`config.mk`:
```
export PLATFORM = sky130hd
export DESIGN_NAME = zoom_avg2x2_hdmi
export DESIGN_NICKNAME = d
export VERILOG_FILES = /design/src/rtl/zoom_pkg.sv /design/src/rtl/avg4_u8.sv /design/src/rtl/zoom_avg2x2_hdmi.sv
export SDC_FILE = /design/constraint.sdc
export NUM_CORES = 1
export LEC_CHECK = 0
export CORE_MARGIN = 2
export CORE_UTILIZATION = 35
export CTS_BUF_LIST = sky130_fd_sc_hd__clkbuf_2
export DETAILED_ROUTE_END_ITERATION = 8
export PLACE_DENSITY = 0.55
export SKIP_CTS_REPAIR_TIMING = 1
export SYNTH_ARGS = -nofsm -noshare
export SYNTH_HDL_FRONTEND = slang
export SYNTH_SLANG_ARGS = --single-unit
export TNS_END_PERCENT = 100
```
`constraint.sdc`:
```
create_clock -name clk -period 2.8 [get_ports clk]
set_clock_uncertainty 0.05 [all_clocks]
set_input_delay 0.28 -clock clk [delete_from_list [all_inputs] [get_ports clk]]
set_output_delay 0.28 -clock clk [all_outputs]
set_load 0.01 [all_outputs]
```
`src/rtl/zoom_pkg.sv`:
```
// ---------------------------------------------------------------
// zoom_pkg : shared widths and defaults for the HDMI zoom path
// Rev 1.0
// ---------------------------------------------------------------
`default_nettype none

package zoom_pkg;
  localparam int IMG_W_DEF = 1920;
  localparam int IMG_H_DEF = 1080;
  localparam int PIX_CW    = 8;
  localparam int PIX_W     = 3 * PIX_CW;
  localparam int OUT_CW    = 10;
endpackage

`default_nettype wire

```
`src/rtl/avg4_u8.sv`:
```
// ---------------------------------------------------------------
// avg4_u8 : two-stage rounded mean of four 8-bit values
// Rev 1.0
// ---------------------------------------------------------------
`default_nettype none

module avg4_u8
  import zoom_pkg::*;
(
  input  logic              clk,
  input  logic              rst,
  input  logic              clr,
  input  logic              in_vld,
  input  logic [PIX_CW-1:0] p11,
  input  logic [PIX_CW-1:0] p12,
  input  logic [PIX_CW-1:0] p21,
  input  logic [PIX_CW-1:0] p22,
  output logic              s1_vld,
  output logic              s2_vld,
  output logic [PIX_CW-1:0] out_pix
);

  logic [PIX_CW:0] r_a;
  logic [PIX_CW:0] r_b;

  // Stage-1 sums carry no reset; only the valid bit matters.
  always_ff @(posedge clk) begin
    if (in_vld) begin
      r_a <= {1'b0, p11} + {1'b0, p12};
      r_b <= {1'b0, p21} + {1'b0, p22};
    end
  end

  always_ff @(posedge clk) begin
    if (rst) begin
      s1_vld  <= 1'b0;
      s2_vld  <= 1'b0;
      out_pix <= '0;
    end else begin
      s1_vld <= in_vld & ~clr;
      s2_vld <= s1_vld & ~clr;
      if (s1_vld && !clr) begin
        out_pix <= PIX_CW'(({2'b00, r_a} + {2'b00, r_b} + 11'd2) >> 2);
      end
    end
  end

endmodule

`default_nettype wire

```
`src/rtl/zoom_avg2x2_hdmi.sv`:
```
// ---------------------------------------------------------------
// zoom_avg2x2_hdmi : 2x2 box-filter downscaler with output coordinates
// Rev 1.0
// ---------------------------------------------------------------
`default_nettype none

module zoom_avg2x2_hdmi
  import zoom_pkg::*;
#(
  parameter int IMG_W = IMG_W_DEF,
  parameter int IMG_H = IMG_H_DEF
) (
  input  logic              clk,
  input  logic              rst,
  input  logic              frame_clr,
  input  logic              win_vld,
  input  logic [PIX_W-1:0]  win11,
  input  logic [PIX_W-1:0]  win12,
  input  logic [PIX_W-1:0]  win21,
  input  logic [PIX_W-1:0]  win22,
  input  logic              win_x,
  input  logic              win_y,
  output logic              pix_vld,
  output logic [PIX_W-1:0]  pix_data,
  output logic [OUT_CW-1:0] pix_x,
  output logic [OUT_CW-1:0] pix_y,
  output logic              pix_sol,
  output logic              pix_eol,
  output logic              frame_done
);

  localparam int OUT_W = IMG_W / 2;
  localparam int OUT_H = IMG_H / 2;
  localparam logic [OUT_CW-1:0] C_LAST_COL = OUT_CW'(OUT_W - 1);
  localparam logic [OUT_CW-1:0] C_LAST_ROW = OUT_CW'(OUT_H - 1);

  logic              w_take;
  logic [2:0]        w_s1_vld;
  logic [2:0]        w_s2_vld;
  logic              w_s1_any;
  logic              w_last_col;
  logic              w_last_row;
  logic [OUT_CW-1:0] r_col;
  logic [OUT_CW-1:0] r_row;

  // A clear in the same cycle as a take drops that window.
  assign w_take = win_vld & win_x & win_y & ~frame_clr;

  generate
    for (genvar c = 0; c < 3; c++) begin : g_ch
      avg4_u8 u_avg (
        .clk     (clk),
        .rst     (rst),
        .clr     (frame_clr),
        .in_vld  (w_take),
        .p11     (win11[c*PIX_CW +: PIX_CW]),
        .p12     (win12[c*PIX_CW +: PIX_CW]),
        .p21     (win21[c*PIX_CW +: PIX_CW]),
        .p22     (win22[c*PIX_CW +: PIX_CW]),
        .s1_vld  (w_s1_vld[c]),
        .s2_vld  (w_s2_vld[c]),
        .out_pix (pix_data[c*PIX_CW +: PIX_CW])
      );
    end
  endgenerate

  // The three channel valid pipelines are identical; reduce them to one.
  assign w_s1_any   = &w_s1_vld;
  assign pix_vld    = &w_s2_vld;
  assign w_last_col = (r_col == C_LAST_COL);
  assign w_last_row = (r_row == C_LAST_ROW);

  always_ff @(posedge clk) begin
    if (rst) begin
      r_col      <= '0;
      r_row      <= '0;
      pix_x      <= '0;
      pix_y      <= '0;
      pix_sol    <= 1'b0;
      pix_eol    <= 1'b0;
      frame_done <= 1'b0;
    end else if (frame_clr) begin
      r_col      <= '0;
      r_row      <= '0;
      pix_sol    <= 1'b0;
      pix_eol    <= 1'b0;
      frame_done <= 1'b0;
    end else if (w_s1_any) begin
      pix_x      <= r_col;
      pix_y      <= r_row;
      pix_sol    <= (r_col == '0);
      pix_eol    <= w_last_col;
      frame_done <= w_last_col & w_last_row;
      if (w_last_col) begin
        r_col <= '0;
        r_row <= w_last_row ? '0 : r_row + OUT_CW'(1);
      end else begin
        r_col <= r_col + OUT_CW'(1);
      end
    end else begin
      pix_sol    <= 1'b0;
      pix_eol    <= 1'b0;
      frame_done <= 1'b0;
    end
  end

endmodule

`default_nettype wire
```
# == Word level (Yosys, flattened, before mapping) ==
# Cells that the tools add are included.
# totals
reg_bits,123
out_inout_bits,48
input_bits,102
elab_cells,51
# classes
add_sub_neg,14
n_reduce_logical,7
muxes,2
eq_ne,2
n_bitwise,8
# ops
operator,count
$add 8x8->9,6
$add 10x2->10 const B,3
$add 9x9->10,3
$add 10x1->10 const B,2
$eq 10x10->1 const B,2
$mux 10,2
$logic_not 10->1,1
$and 1x1->1,6
$reduce_and 2->1,2
$reduce_or 3->1,1
$not 1->1,2
$reduce_or 2->1,1
$logic_and 1x1->1,1
$logic_not 1->1,1

# == Depth between registers and ports, before layout ==
# depth
word_depth,4
ltp_mapped,8
depth_no_buf,8

# == By module ==
# From an unflattened synthesis, not the netlist that was laid out.
# hier_totals
hier_cells,782
hier_area_um2,7860.0
# by_module_without_submodules
module,area_per_inst_um2,instances,seq_area_each_um2,cells_per_inst
avg4_u8 at g_ch[1].u_avg ...,1986.9,2,740.7,186
avg4_u8 at g_ch[0].u_avg,1988.2,1,740.7,187
zoom_avg2x2_hdmi,1898.1,1,860.8,223

# == Worst setup path before layout ==
# OpenSTA, ideal clock, no wires.
# synth_timing
path_kind,input port to flip-flop
from,input frame_clr
to,register g_ch[0].u_avg.r_a[0] (enable)
path_stages,1
setup_time_ns,0.419
setup_slack_ns,0.606
path_buffers,0
t_required_ns,2.331
t_arrival_ns,1.725
path_cell_list,and4b_1
# synth_via
elab_chain_len,2
# synth_lines
item,line_no,text
from (decl),zoom_avg2x2_hdmi.sv:15,"input logic frame_clr,"
$not 1->1 (no source line),-,
$and 1x1->1,zoom_avg2x2_hdmi.sv:47,assign w_take = win_vld & win_x & win_y & ~frame_clr;
to (signal assigned),avg4_u8.sv:29,"r_a <= {1'b0, p11} + {1'b0, p12};"
to (decl),avg4_u8.sv:23,logic [PIX_CW:0] r_a;
# No other way between the ends.
# A chain may end at the register's enable or synchronous reset.

# == Worst setup path in the final report ==
# layout_timing
from,register g_ch[2].u_avg.r_b[2]
to,register g_ch[2].u_avg.out_pix[7]
# layout_via
elab_chain_len,2
# layout_lines
item,line_no,text
from (decl),avg4_u8.sv:24,logic [PIX_CW:0] r_b;
from (signal assigned),avg4_u8.sv:30,"r_b <= {1'b0, p21} + {1'b0, p22};"
$add 9x9->10,avg4_u8.sv:43,"out_pix <= PIX_CW'(({2'b00, r_a} + {2'b00, r_b} + 11'd2) >> 2);"
$add 10x2->10,avg4_u8.sv:43,
to (signal assigned),avg4_u8.sv:43,
to (decl),avg4_u8.sv:20,output logic [PIX_CW-1:0] out_pix
# No other way between the ends.

==> key figures <==
Floorplanning
  – Core ar.: ~0.021 mm2
  – Num rows: 53
  – Chip width: 151 um
  – Top-Level Pins: 150
  – Die H: 151 um
  – Initial Util: around 36%
  – DIE AREA: 0.0227 mm2

Final layout
  – Area delta synth->final: 28.5%
  – Layout Nets: between 1,000 and 1,500
  – Fraction of layout cells with a size suffix above 1: 5.35%
  – Cell area after layout: 0.00969 mm2
  – Core Util, Final: 45.9%

Synth
  – Post-synthesis area per instance: 9.80 um2
  – Top FF cell, synth: dfxtp_1
  – Post-synthesis cell type count: 54
  – Post-Syn Area: around 0.0075 mm2
  – Synthesized Nets: 976
  – Yosys warns: 0
  – Number of synthesized flops with an enable pin: between 50 and 60
  – Register area share after synthesis: between 30% and 40%
  – Syn Inst Count: 769
  – Synth async-reset ratio: 0%
  – Register bit total from synthesis: 123

Placed design
  – Post-Place Setup Slack: 0.201 ns
  – IO buf count: 149
  – Post-DP Area: approximately 0.0094 mm2
  – GP Congestion: 0.797
  – DPL Wire Length: 13,300 um

Global route
  – Vias in the first global route: 5,812
  – GRT overflow: 0
  – GR Util All Layers: 15.8%
  – Initial antenna violation count: 1
  – First-pass GRT wire length: 28,500 um
  – Largest net degree at the start of global routing: 56

Timing
  – TNS Setup: 0 ns
  – Slew Viols, Final: 0
  – Post-route clock period utilization: 81.5%
  – Final Hold Viols: 0
  – Max Freq: 438 MHz
  – Slew @ Worst Pin: 0.696 ns
  – Final worst slack: 0.517 ns
  – Final setup viols: 0
  – Final worst path period need: 2.28 ns
  – Unrepaired setup endpoints after global routing: false
  – Slew margin rel.: 53.5%

Critical path
  – Reg-to-Reg End: g_ch[2].u_avg.out_pix[7]
  – CP required: 3.36 ns
  – R2R Path Start: g_ch[2].u_avg.r_b[2]
  – CP cell instances: ha_1, fa_1, a211oi_1, o211a_1, nor3_1, nand3b_1
  – Delay-heaviest family, CP: adder cells
  – FF-to-FF path depth: 6
  – Worst reg2reg setup slack: 0.52 ns
  – CP Capture Type: flip-flop
  – Startpoint types: flip-flop
  – Worst path max stage delay: 0.49 ns
  – Crit path DAT: 2.84 ns
  – Slowest cell on crit path: fa_1
  – Crit-path max FO: 3
  – Crit Path Category: reg2reg
  – CP Buf/Inv Count: 0

Run
  – Max-Cap Viols: 0

Clock tree
  – Worst-path clk slew: 0.21 ns
  – CTS tree: done
  – Root Buffer: clkbuf_2
  – Clk sinks: 123
  – CTS buffer count: 17
  – Clock latency on the worst-skew pair: around 0.73 ns
  – Clock tree buffer depth: 2
  – # H-tree levels: 4

Drt
  – Total Routed Length: 17,200 um
  – DR iter-0 viols: 292
  – Via density: 5.05
  – Via count: roughly 6,100
  – DRC violations left: 0
  – Antenna-violating nets left: 0
  – Post-DR wirelength/cell: 14.2 um
  – DRT Pass-1 Iters: 5

Hold path
  – Hold Crit Depth: 3
  – Hold/Removal Path Class: in2reg
  – Hold_sp: rst
  – WHS Endpoint: pix_x[0]

Pwr
  – Peak VDD IR: 0.000247 V
  – PD cells: 439 mW/mm2
  – Leakage: between 3 and 4 nW

Run status
  – Outcome: finished, final reports clean
## routing by layer
| layer | share of wire, % | wire length (um) | GRT usage [%] | up-vias |
|---|---|---|---|---|
| li1 | - | - | - | 3176 |
| met1 | 49 | 8490 | 21.7 | 2787 |
| met2 | 44 | 7660 | 24.6 | 133 |
| met3 | 5.1 | 879 | 3.83 | 14 |
| met4 | 1.2 | 208 | 4.67 | 0 |
| met5 | 0 | 0 | 0 | - |
## placed cells by master, fill, tap and decap left out, types with 7 or more instances in the layout
master	Yosys	final
inv_1	31	31
buf_4	0	7
nand4_1	9	9
clkdlybuf4s50_1	0	148
a21oi_1	53	53
clkbuf_2	0	18
a21o_1	12	12
o41ai_1	7	7
o21ai_0	17	17
o211ai_1	18	18
xor2_1	21	21
dfxtp_1	69	69
edfxtp_1	54	54
ha_1	96	96
nand3_1	36	36
nor3_1	26	26
xnor2_1	33	33
nor2_1	58	58
nand2_1	84	84
a211oi_1	7	7
nand3b_1	7	7
nor4_1	9	9
fa_1	9	9
## through the flow
| step | total power, mW | hold slack, ns | instances |
|---|---|---|---|
| after floorplan | 2.53 | 0.398 | 769 |
| after global placement | 2.84 | 0.394 | 1178 |
| after detailed placement | 2.84 | 0.397 | 1178 |
| after CTS | 4.31 | 0.0450 | 1209 |
| after global routing | 4.50 | 0.0533 | 1210 |
| final | 4.25 | 0.109 | 1210 |
## synth_stat cells (all sizes together), types with 4 or more instances
cell	n	area, um2
a21o	12	90.1
nand2	84	315
xnor2	33	289
nand4	9	56.3
o31ai	5	37.5
nand3	37	190
o41a	6	67.6
and4b	5	50.1
nor4b	6	52.6
nor2	58	218
o211ai	18	135
nor3	26	130
dfxtp	69	1380
a21oi	53	265
buf	7	36.3
a211oi	7	52.6
fa	9	180
edfxtp	54	1620
inv	31	116
and3	4	25.0
ha	96	1200
o21bai	6	45.0
xor2	21	184
a31oi	6	37.5
o21ai	18	90.1
nand3b	7	52.6
or3	4	25.0
o41ai	7	61.3
nor4	9	56.3
clkbuf	17	63.8
a32oi	6	52.6
## how the worst max path moves through the flow
stage                          from                  endpoint  slack, ns  cells past startpoint
3_5_place_dp              win21[16]      g_ch[2].u_avg.r_b[8]       0.20                      7
3_3_place_gp              win11[16]      g_ch[2].u_avg.r_a[8]       0.23                      7
5_1_grt        g_ch[2].u_avg.r_b[2]  g_ch[2].u_avg.out_pix[7]       0.37                      6
4_1_cts        g_ch[2].u_avg.r_b[2]  g_ch[2].u_avg.out_pix[7]       0.50                      6
6_report       g_ch[2].u_avg.r_b[2]  g_ch[2].u_avg.out_pix[7]       0.52                      6
2_1_floorplan             frame_clr      g_ch[0].u_avg.r_a[0]       0.61                      1
## area by class of cell
class                      count  area [um2]
multi-input combinational    591        4330
clock buffer                  18        90.1
fill                        2070       11400
timing repair buffer         158        1580
antenna                        1        2.50
sequential                   123        3000
tap                          275         344
inverter                      31         116
clock inverter                13         219
## report_power, final
part | switching [mW] | internal (mW) | leakage [nW] | total (mW)
sequential | 0.0133 | 1.95 | 1.04 | 1.96
combinational | 0.419 | 0.422 | 2.43 | 0.841
clock | 0.690 | 0.762 | 0.187 | 1.45
## registers in the layout (all words and copies together), names as in the netlist, 10 cells and up
register / cells
pix_x: 10
r_row: 10
pix_y: 10
g_ch.u_avg.r_a: 27
r_col: 10
g_ch.u_avg.out_pix: 24
g_ch.u_avg.r_b: 27
## worst register-to-register path, delay by kind of cell, from the launching register on
family          cells  cell delay, ns
simple gates        2            0.20
fa+ha+maj           2            0.84
compound gates      2            0.71
flops               1            0.40
## cell families after synthesis
group	share of synthesized area [%]
fa+ha+maj	18.3
buf+inv	2.87
simple gates	17.3
flops	39.8
xor+xnor	6.27
compound gates	15.3
mux	0.133
(Power assumes the default switching activity.)
